$ cat config.mk
export PLATFORM = sky130hd
export DESIGN_NAME = cut_access_sched
export DESIGN_NICKNAME = d
export VERILOG_FILES = /design/src/rtl/cut_sched_pkg.sv /design/src/rtl/cut_sched_misr.sv /design/src/rtl/cut_access_sched.sv
export SDC_FILE = /design/constraint.sdc
export NUM_CORES = 1
export LEC_CHECK = 0
export ABC_CLOCK_PERIOD_IN_PS = 3000
export BUFFER_PORTS_ARGS = -buffer_cell sky130_fd_sc_hd__buf_2
export CORE_ASPECT_RATIO = 1.5
export CORE_UTILIZATION = 47
export CTS_CLUSTER_DIAMETER = 60
export CTS_CLUSTER_SIZE = 30
export DETAILED_ROUTE_END_ITERATION = 7
export PLACE_DENSITY = 0.83
export SYNTH_ARGS = -nofsm -noshare
export SYNTH_HDL_FRONTEND = slang
export SYNTH_HIERARCHICAL = 1
export SYNTH_SLANG_ARGS = --single-unit
$ cat constraint.sdc
create_clock -name CK -period 3 [get_ports CK]
set_input_delay 0.45 -clock CK [delete_from_list [all_inputs] [get_ports CK]]
set_output_delay 0.45 -clock CK [all_outputs]
set_load 0.01 [all_outputs]
$ cat src/rtl/cut_sched_pkg.sv
// -----------------------------------------------------------------------------
// cut_sched_pkg
// Shared definitions for the CUT access scheduler:
//   - default widths for the CUT primary-input / primary-output vectors and the
//     per-request apply-cycle count
//   - scheduler state encoding
//   - MISR feedback tap positions (used when CUT_SCHED_MISR_EN is defined)
//   - round-robin winner helper for the two-requester arbiter
// -----------------------------------------------------------------------------
package cut_sched_pkg;

  localparam int PI_W_DEF  = 35;
  localparam int PO_W_DEF  = 24;
  localparam int CNT_W_DEF = 8;

  // Feedback taps of the signature register: x^24 + x^23 + x^22 + x^17 style,
  // expressed as bit positions of the current signature.
  localparam int MISR_TAP_A = 23;
  localparam int MISR_TAP_B = 22;
  localparam int MISR_TAP_C = 21;
  localparam int MISR_TAP_D = 16;

  typedef enum logic [1:0] {
    ST_IDLE   = 2'd0,
    ST_APPLY  = 2'd1,
    ST_FLUSH  = 2'd2,
    ST_REPORT = 2'd3
  } state_e;

  // Winning requester index for a non-zero request vector. When both request,
  // the one that was not served last wins.
  function automatic logic rr_winner(input logic [1:0] req, input logic last);
    return (req == 2'b11) ? ~last : req[1];
  endfunction

endpackage

$ cat src/rtl/cut_sched_misr.sv
// -----------------------------------------------------------------------------
// cut_sched_misr
// Result signature register for the CUT access scheduler.
// Capture mode is selected at build time by macro CUT_SCHED_MISR_EN:
//   defined   : multiple-input signature register, each capture does
//               sig = {sig[PO_W-2:0], fb} ^ po, fb = xor of the tap bits
//   undefined : each capture loads sig = po (holds the last capture)
// Ports:
//   CK   in   clock
//   RN   in   synchronous active-low reset (clears the signature)
//   clr  in   clear the signature (new operation granted); wins over cap
//   cap  in   capture enable
//   po   in   PO_W  CUT primary outputs
//   sig  out  PO_W  current signature
// Requires PO_W > MISR_TAP_A when the MISR mode is enabled.
// -----------------------------------------------------------------------------
module cut_sched_misr
  import cut_sched_pkg::*;
#(
  parameter int PO_W = PO_W_DEF
) (
  input  logic            CK,
  input  logic            RN,
  input  logic            clr,
  input  logic            cap,
  input  logic [PO_W-1:0] po,
  output logic [PO_W-1:0] sig
);

  logic [PO_W-1:0] sig_q;
  logic [PO_W-1:0] sig_next;

`ifdef CUT_SCHED_MISR_EN
  logic fb;

  assign fb       = sig_q[MISR_TAP_A] ^ sig_q[MISR_TAP_B] ^
                    sig_q[MISR_TAP_C] ^ sig_q[MISR_TAP_D];
  assign sig_next = {sig_q[PO_W-2:0], fb} ^ po;
`else
  assign sig_next = po;
`endif

  // NOTE: sequential state is always written with non-blocking assignments so
  // every register samples its inputs from the same pre-edge values.
  always_ff @(posedge CK) begin
    if (!RN) begin
      sig_q <= '0;
    end else if (clr) begin
      sig_q <= '0;
    end else if (cap) begin
      sig_q <= sig_next;
    end
  end

  assign sig = sig_q;

endmodule

$ cat src/rtl/cut_access_sched.sv
// -----------------------------------------------------------------------------
// cut_access_sched
// Two-requester scheduler giving exclusive access to a circuit under test.
// A granted request applies its stimulus vector for N cycles (N = NCYC, with 0
// treated as 1), collects N CUT responses (PO lags PI by one cycle) into a
// signature, and reports the result with a one-cycle strobe.
//   IDLE -> APPLY (N cycles) -> FLUSH (1) -> REPORT (1) -> IDLE
// Grants alternate round-robin when both requesters are active; after reset
// requester 0 wins first. ACK is a one-cycle pulse in the first APPLY cycle.
// Capture mode (MISR vs. last-value) is selected by macro CUT_SCHED_MISR_EN,
// see cut_sched_misr.
// Ports:
//   CK           in   clock, rising edge
//   RN           in   synchronous active-low reset
//   REQ          in   2      request level per requester
//   VEC0, VEC1   in   PI_W   stimulus vector of requester 0 / 1
//   NCYC0, NCYC1 in   CNT_W  apply-cycle count of requester 0 / 1
//   ACK          out  2      grant pulse to the winner
//   PI           out  PI_W   vector to the CUT (0 outside APPLY)
//   PI_VLD       out  1      high while PI is applied
//   PO           in   PO_W   CUT outputs, valid one cycle after PI
//   SIG          out  PO_W   result signature, held until the next grant
//   SIG_VLD      out  1      one-cycle result strobe
//   SIG_ID       out  1      requester the result belongs to
//   BUSY         out  1      high in every state except IDLE
// -----------------------------------------------------------------------------
module cut_access_sched
  import cut_sched_pkg::*;
#(
  parameter int PI_W  = PI_W_DEF,
  parameter int PO_W  = PO_W_DEF,
  parameter int CNT_W = CNT_W_DEF
) (
  input  logic             CK,
  input  logic             RN,
  input  logic [1:0]       REQ,
  input  logic [PI_W-1:0]  VEC0,
  input  logic [PI_W-1:0]  VEC1,
  input  logic [CNT_W-1:0] NCYC0,
  input  logic [CNT_W-1:0] NCYC1,
  output logic [1:0]       ACK,
  output logic [PI_W-1:0]  PI,
  output logic             PI_VLD,
  input  logic [PO_W-1:0]  PO,
  output logic [PO_W-1:0]  SIG,
  output logic             SIG_VLD,
  output logic             SIG_ID,
  output logic             BUSY
);

  state_e           state_q, state_d;
  logic             last_q;
  logic [1:0]       ack_q;
  logic             sig_id_q;
  logic [CNT_W-1:0] cnt_q;
  logic [CNT_W-1:0] n_q;
  logic [PI_W-1:0]  vec_q;

  logic             grant;
  logic             win;
  logic             apply_done;
  logic             cap;
  logic [CNT_W-1:0] ncyc_sel;

  assign grant      = (state_q == ST_IDLE) && (REQ != 2'b00);
  assign win        = rr_winner(REQ, last_q);
  assign ncyc_sel   = win ? NCYC1 : NCYC0;
  // cnt_q counts APPLY cycles from 1 up to n_q (<= 2^CNT_W-1), so it never wraps.
  assign apply_done = (cnt_q == n_q);

  // --- state register ---
  always_ff @(posedge CK) begin
    if (!RN) state_q <= ST_IDLE;
    else     state_q <= state_d;
  end

  // --- next-state logic ---
  // NOTE: state_d gets a default before the case so no path leaves it
  // unassigned, which would otherwise infer a latch.
  always_comb begin
    state_d = state_q;
    unique case (state_q)
      ST_IDLE:   if (grant)      state_d = ST_APPLY;
      ST_APPLY:  if (apply_done) state_d = ST_FLUSH;
      ST_FLUSH:                  state_d = ST_REPORT;
      ST_REPORT:                 state_d = ST_IDLE;
      default:                   state_d = ST_IDLE;
    endcase
  end

  // --- control registers ---
  always_ff @(posedge CK) begin
    if (!RN) begin
      last_q   <= 1'b1;
      ack_q    <= 2'b00;
      sig_id_q <= 1'b0;
      cnt_q    <= '0;
    end else begin
      ack_q <= 2'b00;
      if (grant) begin
        ack_q    <= win ? 2'b10 : 2'b01;
        last_q   <= win;
        sig_id_q <= win;
        cnt_q    <= CNT_W'(1);
      end else if (state_q == ST_APPLY && !apply_done) begin
        cnt_q <= cnt_q + CNT_W'(1);
      end
    end
  end

  // --- operation data latched at grant ---
  // NOTE: these data registers have no reset; they are loaded on every grant
  // and only observed in APPLY, which is unreachable without a grant.
  always_ff @(posedge CK) begin
    if (grant) begin
      vec_q <= win ? VEC1 : VEC0;
      n_q   <= (ncyc_sel == '0) ? CNT_W'(1) : ncyc_sel;
    end
  end

  // PO of APPLY cycle k answers PI of cycle k-1: capture in APPLY cycles 2..N
  // and in FLUSH, which is N captures in total.
  assign cap = ((state_q == ST_APPLY) && (cnt_q != CNT_W'(1))) ||
               (state_q == ST_FLUSH);

  cut_sched_misr #(
    .PO_W (PO_W)
  ) u_misr (
    .CK  (CK),
    .RN  (RN),
    .clr (grant),
    .cap (cap),
    .po  (PO),
    .sig (SIG)
  );

  assign ACK     = ack_q;
  assign PI_VLD  = (state_q == ST_APPLY);
  assign PI      = (state_q == ST_APPLY) ? vec_q : '0;
  assign SIG_VLD = (state_q == ST_REPORT);
  assign SIG_ID  = sig_id_q;
  assign BUSY    = (state_q != ST_IDLE);

endmodule

==> impl_metrics.json, run 1 <==
{
  "status": "finished, final reports clean",
  "wl_met3_microns": 453,
  "die_w_microns": 76.6,
  "ioPinCount": 179,
  "fin_crit_ns": 2.34,
  "num_antenna_cells": 0,
  "reg2reg_setup_slack_ns": 0.95,
  "synthCells": 325,
  "clock.fmax_mhz": 427,
  "stdcell_count": 612,
  "power.total_uw": 4250,
  "hp-class": "input port to register",
  "whs_ns": 0.357,
  "cp-start-kind": "register",
  "drv_slew": 0,
  "dp.cells": 596,
  "min_delay_worst_endpoint": "u_misr/sig[7]",
  "worst_path_max_delay_cell": "ha_1",
  "grt-ovfl-total": 0,
  "worstPathMaxFanout": 35,
  "synth_edf_count": 43,
  "initial_core_util": 0.487,
  "synth_mux_area_frac": 0.202,
  "yosys.area_share.adder": 0.0191,
  "io_buffers": 178,
  "skew_ns": 0.00420,
  "nets": 622,
  "grt_pass1_wl_microns": 13500,
  "cts_tree": "built",
  "die_h_microns": 114,
  "worstReg2RegStart": "state_q[0]",
  "synth_xor_area_frac": 0.0179,
  "required_ns": 2.55,
  "critPathKind": "register to output pin",
  "post_cts_resize_count": 0,
  "grt_usage": 0.199,
  "crit_arrival_ns": 1.89,
  "synthSimpleGateAreaFrac": 0.148,
  "grt_pass1_vias": 3012,
  "reg2reg_depth": 5,
  "num_rows": 40,
  "drt_pass1_iterations": 4,
  "core_area_sq_mm": 0.00806,
  "drcViolationCount": 0,
  "finalHoldViolations": 0,
  "p_leak_uw": 0.00234,
  "met1_length_microns": 3280,
  "ctsLongestPathBuffers": 2,
  "rsz0062_at_grt": "false",
  "critPathMaxStageDelay_ns": 0.41,
  "fin_area_sq_mm": 0.00513,
  "cts.sinks": 81,
  "cap_violations": 0,
  "wl_per_cell_microns": 14.0,
  "yosysUniqueCellTypes": 38,
  "crit_path_end_kind": "output pin",
  "synthArstFlopShare": 0,
  "hold-path-cell-count": 3,
  "peakVddDrop_uv": 522,
  "r2r-end": "vec_q[31]",
  "antenna_found_initial": 0,
  "cts_hold_buf": 0,
  "power_density_mw_per_mm2": 829,
  "gp_congestion": 0.821,
  "worst-slew-pin-transition_ns": 0.610,
  "syn-cell-area_sq_mm": 0.00392,
  "fillCellCount": 623,
  "drt_iter0_markers": 73,
  "syn_nets": 445,
  "synth_top_family_by_area": "multiplexers",
  "ant_nets": 0,
  "htreeDepth": 3,
  "cts_buffers": 9,
  "ys.flop_type": "edfxtp_1",
  "wl_met2_microns": 4650,
  "grt_max_degree": 36,
  "hold_start": "PO[7]",
  "clock_latency_ns": 0.33,
  "die_area_sq_mm": 0.00873,
  "ys_seq_area_frac": 0.523,
  "cts-root-buf": "clkbuf_16",
  "finalSetupViolCount": 0,
  "fin_crit_sh": 0.780,
  "syn_to_final_growth_pct": 30.7,
  "drive_above_1_share": 0.499,
  "tns_ns": 0,
  "hpwl_microns": 6380,
  "postPlaceCellArea_sq_mm": 0.00486,
  "cp_cell_sequence": "inv_1, ha_1, buf_4, and2_1, buf_2",
  "synth_compound_area_frac": 0.0450,
  "synth_warnings": 6,
  "routed_wl_microns": 8550,
  "viasPerCell": 5.02,
  "vias": 3073,
  "post_cts.repair.setup_buffers": 0,
  "relSlewSlack": 0.593,
  "routed.top_layer": "met4",
  "syn_area_per_cell_sq_um": 12.1,
  "path_clk_slew_ns": 0.06,
  "ys_seq_elements": 81
}
## metrics by stage
step	setup WS (ns)	utilization
after floorplan	0.721	-
after global placement	1.04	0.604
after detailed placement	0.983	0.604
after CTS	0.634	0.636
after global routing	0.501	0.636
final	0.661	0.636
## kinds of logic after synthesis
logic type,after synthesis
AOI/OAI and AO/OA,23
adders and majority gates,6
buffers and inverters,26
DFF,81
muxes,74
xor gates and xnor gates,8
and+or+nand+nor,107
## worst max-delay path, delay by kind of cell, from the launching register on
family | cells | cell delay [ns]
and+or+nand+nor | 1 | 0.19
DFF | 1 | 0.35
adders and majority gates | 1 | 0.41
buffers and inverters | 3 | 0.59
## how the worst max path moves through the flow
stage          slack, ns        from  depth (start not counted)             to
2_1_floorplan       0.72  state_q[0]                          8  u_misr/sig[0]
6_report            0.66  state_q[1]                          5         PI[16]
3_3_place_gp        1.04  state_q[1]                          5         PI[31]
5_1_grt             0.50  state_q[1]                          5         PI[11]
4_1_cts             0.63  state_q[1]                          5         PI[13]
3_5_place_dp        0.98  state_q[0]                          5      vec_q[33]
## routing by layer
layer,vias to the layer above,global-route usage
li1,1503,-
met1,1444,0.216
met2,111,0.366
met3,15,0.0432
met4,0,0.0885
met5,-,0
## where the power goes
group	leakage, uW	switching [uW]	internal [uW]	total (uW)
logic	0.00149	926	708	1630
clock network	0.000126	412	549	960
registers	0.000726	112	1540	1660
total	0.00234	1450	2800	4250
## state kept, by name, indices dropped and copies added (netlist names)
name	flops
SIG_ID	1
state_q	2
ACK	2
n_q	8
cnt_q	8
u_misr/sig	24
last_q	1
vec_q	35
## synthesized netlist by cell type (2+ instances only)
cell type / instances / share of area
edfxtp_1: 43 / 0.33
mux2_2: 42 / 0.12
dfxtp_1: 38 / 0.19
and2_1: 36 / 0.057
mux2i_1: 32 / 0.082
nor2_1: 27 / 0.026
nand2_1: 14 / 0.013
nand2b_1: 8 / 0.013
xor2_1: 8 / 0.018
buf_2: 6 / 0.0077
clkbuf_1: 6 / 0.0057
ha_1: 6 / 0.019
inv_1: 6 / 0.0057
a21o_1: 5 / 0.0096
a21oi_2: 5 / 0.011
nand3_1: 5 / 0.0064
buf_6: 4 / 0.011
a31oi_1: 3 / 0.0048
and3_1: 3 / 0.0048
nand4_1: 3 / 0.0048
nor3_1: 3 / 0.0038
buf_12: 2 / 0.010
buf_4: 2 / 0.0038
nor4_2: 2 / 0.0064
nor4bb_1: 2 / 0.0051
o21ai_0: 2 / 0.0026
## cells in the final DEF (no fill, tap or decap), types with 2 or more instances in the layout
| cell type | Yosys | final |
|---|---|---|
| clkinv_2 | 0 | 3 |
| a21o_1 | 5 | 5 |
| clkinv_1 | 0 | 2 |
| nor4bb_1 | 2 | 2 |
| nand3_1 | 5 | 5 |
| nor3_1 | 3 | 3 |
| and2_1 | 36 | 36 |
| mux2i_1 | 32 | 32 |
| nor2_1 | 27 | 27 |
| nand4_1 | 3 | 3 |
| mux2_2 | 42 | 42 |
| a21oi_2 | 5 | 5 |
| nand2b_1 | 8 | 8 |
| buf_2 | 6 | 178 |
| nor4_2 | 2 | 2 |
| a31oi_1 | 3 | 3 |
| ha_1 | 6 | 6 |
| o21ai_0 | 2 | 2 |
| xor2_1 | 8 | 8 |
| dfxtp_1 | 38 | 38 |
| edfxtp_1 | 43 | 43 |
| buf_4 | 2 | 8 |
| inv_1 | 6 | 5 |
| clkinvlp_4 | 0 | 2 |
| nand2_1 | 14 | 14 |
| and3_1 | 3 | 3 |
| clkbuf_16 | 0 | 9 |
## cell type report
class                      count  area, sq um  share of cell area
clock buffer                   9          225              0.0439
multi-input combinational    218         1710               0.333
timing repair buffer         186          951               0.185
clock inverter                 7         37.5             0.00732
tap                          105          131              0.0256
inverter                       6         22.5             0.00439
sequential                    81         2050               0.400
Power figures use the tool's default switching activity.
==> run 2: changes to the inputs <==
--- a/config.mk
+++ b/config.mk
@@ -5,14 +5,15 @@
 export SDC_FILE = /design/constraint.sdc
 export NUM_CORES = 1
 export LEC_CHECK = 0
-export ABC_CLOCK_PERIOD_IN_PS = 3000
+export ABC_AREA = 1
+export ABC_CLOCK_PERIOD_IN_PS = 2000
 export BUFFER_PORTS_ARGS = -buffer_cell sky130_fd_sc_hd__buf_2
 export CORE_ASPECT_RATIO = 1.5
-export CORE_UTILIZATION = 47
+export CORE_UTILIZATION = 43
 export CTS_CLUSTER_DIAMETER = 60
 export CTS_CLUSTER_SIZE = 30
 export DETAILED_ROUTE_END_ITERATION = 7
-export PLACE_DENSITY = 0.83
+export PLACE_DENSITY = 0.8
 export SYNTH_ARGS = -nofsm -noshare
 export SYNTH_HDL_FRONTEND = slang
 export SYNTH_HIERARCHICAL = 1
==> constraint.sdc (replaced) <==
create_clock -name CK -period 2 [get_ports CK]
set_input_delay 0.3 -clock CK [delete_from_list [all_inputs] [get_ports CK]]
set_output_delay 0.3 -clock CK [all_outputs]
set_load 0.01 [all_outputs]
==> impl_metrics.json, run 2 <==
{
  "status": "finished, final reports clean",
  "yosys.area.top_type": "edfxtp_1",
  "largest_reg_flops": 35,
  "cp-start-kind": "register",
  "r2r-end": "u_misr/sig[4]",
  "top_register": "vec_q",
  "rsz0062_at_grt": "false",
  "initial_core_util": 0.450,
  "synthArstFlopShare": 0,
  "post_cts_resize_count": 0,
  "yosysTopAreaCellShare": 0.321,
  "final_cell_mix": "nand2_1 (231), buf_2 (178), inv_1 (62)",
  "die_area_sq_mm": 0.00974,
  "switching_share": 0.360,
  "yosysMostFrequentCell": "nand2_1",
  "syn-cell-area_sq_mm": 0.00402,
  "seqPwrFrac": 0.372,
  "die_w_microns": 80.9,
  "ant_nets": 0,
  "grt_pass1_wl_microns": 14600,
  "yosys-top-cells-count": "nand2_1 (232), inv_1 (65), edfxtp_1 (43)",
  "startpoint": "state_q[1]",
  "drt_pass1_iterations": 4,
  "synth.area.top_cells": "edfxtp_1 (32%), nand2_1 (22%), dfxtp_1 (19%)",
  "cts_buffers": 9,
  "p_leak_uw": 0.00291,
  "final_common_cell": "nand2_1",
  "vias": 3702,
  "required_ns": 1.70,
  "routed_wl_microns": 9350,
  "dp_slack_ns": 0.245,
  "worstReg2RegStart": "state_q[1]",
  "hpwl_microns": 7250,
  "io_buffers": 178,
  "hp-class": "input port to register",
  "post_cts.repair.setup_buffers": 0,
  "htreeDepth": 3,
  "crit_arrival_ns": 1.59,
  "drv_slew": 0,
  "antenna_found_initial": 0,
  "gp_congestion": 0.834,
  "ys_seq_elements": 81,
  "worst-slew-pin-transition_ns": 0.568,
  "critPathKind": "register to output pin",
  "cts_hold_buf": 0,
  "ctsLongestPathBuffers": 2,
  "nets": 801,
  "cts_tree": "built",
  "finalSetupViolCount": 0,
  "synthCells": 505,
  "synth_edf_count": 43,
  "relSlewSlack": 0.620,
  "grt_pass1_vias": 3440,
  "drive_above_1_share": 0.351,
  "cts-root-buf": "clkbuf_16",
  "drt_iter0_markers": 140,
  "crit_path_end_kind": "output pin",
  "whs_ns": 0.224,
  "syn_to_final_growth_pct": 32.3,
  "grt_max_degree": 28,
  "fin_ws_ns": 0.109,
  "cap_violations": 0,
  "grt-ovfl-total": 0,
  "fillCellCount": 803,
  "viasPerCell": 4.65,
  "ys.flop_type": "edfxtp_1",
  "worstPathMaxFanout": 19,
  "fin_crit_ns": 1.89,
  "wl_per_cell_microns": 11.7,
  "yosysUniqueCellTypes": 29,
  "tns_ns": 0,
  "cell_internal_pwr_uw": 4300,
  "core_area_sq_mm": 0.00893,
  "clock_latency_ns": 0.33,
  "die_h_microns": 120,
  "cts.sinks": 81,
  "num_rows": 42,
  "path_clk_slew_ns": 0.06,
  "ioPinCount": 179,
  "synth_warnings": 6,
  "syn_nets": 625,
  "comb_power_share": 0.371,
  "switchingPower_uw": 2410,
  "clock.fmax_mhz": 529,
  "drcViolationCount": 0,
  "ys_seq_area_frac": 0.511,
  "clockPowerShare": 0.257,
  "fin_crit_sh": 0.946,
  "syn_area_per_cell_sq_um": 7.96,
  "grt_usage": 0.195,
  "peakVddDrop_uv": 695,
  "finalHoldViolations": 0,
  "skew_ns": 0.00853,
  "power_density_mw_per_mm2": 1260,
  "crit_end": "PI[17]",
  "reg2reg_setup_slack_ns": 0.26,
  "num_antenna_cells": 0,
  "reg2reg_depth": 8
}
run 2: cell types whose count changed after synthesis, moves of 5 or more:
cell      before  now
nand2_2        0   10
a21oi_1        1   23
nand2b_1       8    0
inv_1          6   65
mux2_2        42    0
a21oi_2        5   11
nor2_1        27   14
mux2i_1       32    2
and2_1        36    0
a21o_1         5    0
nand2_1       14  232
nand3_1        5   15
run 2: logic make-up after synthesis:
logic type	synth area share
AND/OR/NAND/NOR	0.277
buffers and inverters	0.110
flip-flops	0.511
AO/OA/AOI/OAI	0.0598
XOR/XNOR	0.0193
adder cells (fa/ha/maj)	0.0187
multiplexers	0.00498
run 2: worst min path at each step:
stage / from / endpoint / slack (ns) / depth (start not counted)
final: PO[21] / u_misr/sig[21] / 0.22 / 3
after global routing: PO[13] / u_misr/sig[13] / 0.23 / 3
after CTS: PO[7] / u_misr/sig[7] / 0.21 / 3
after detailed placement: u_misr/sig[21] / u_misr/sig[21] / 0.45 / 2
after global placement: SIG_ID / SIG_ID / 0.44 / 2
after floorplan: RN / state_q[1] / 0.41 / 2
run 2: per-layer routing:
layer  share of wire  GRT usage  vias to the layer above
li1                -          -                     1894
met5               0          0                        -
met2            0.53      0.356                      150
met4           0.024      0.102                        0
met3           0.060     0.0400                       20
met1            0.39      0.202                     1638
run 2: power groups by stage:
stage	combinational, uW	sequential (uW)	clock [uW]
finish	2490	2500	1720
global route	2780	2540	1830
CTS	2530	2500	1750
detailed placement	2510	2530	0
global placement	2430	2520	0
floorplan	1810	2550	0
run 2: final cells by class:
class,instances,area [sq um],area share
clock inverter,5,80.1,0.0151
clock buffer,11,233,0.0438
tap,110,138,0.0259
inverter,67,259,0.0487
multi-input combinational,333,1560,0.292
timing repair buffer,189,998,0.188
sequential,81,2050,0.386
run 2: worst max-delay path, stage by stage (launching register included):
cell     delay (ns)
dfxtp_2        0.34
inv_2          0.08
ha_2           0.40
buf_12         0.20
nand2_1        0.08
inv_1          0.05
buf_2          0.12
run 2: through the flow:
stage          power (uW)  area (sq um)  instances  utilization
2_1_floorplan        4360          4060        505            -
3_3_place_gp         4950          5000        780        0.560
3_5_place_dp         5050          5000        780        0.560
4_1_cts              6780          5320        796        0.595
5_1_grt              7150          5320        796        0.595
6_report             6710          5320        796        0.595
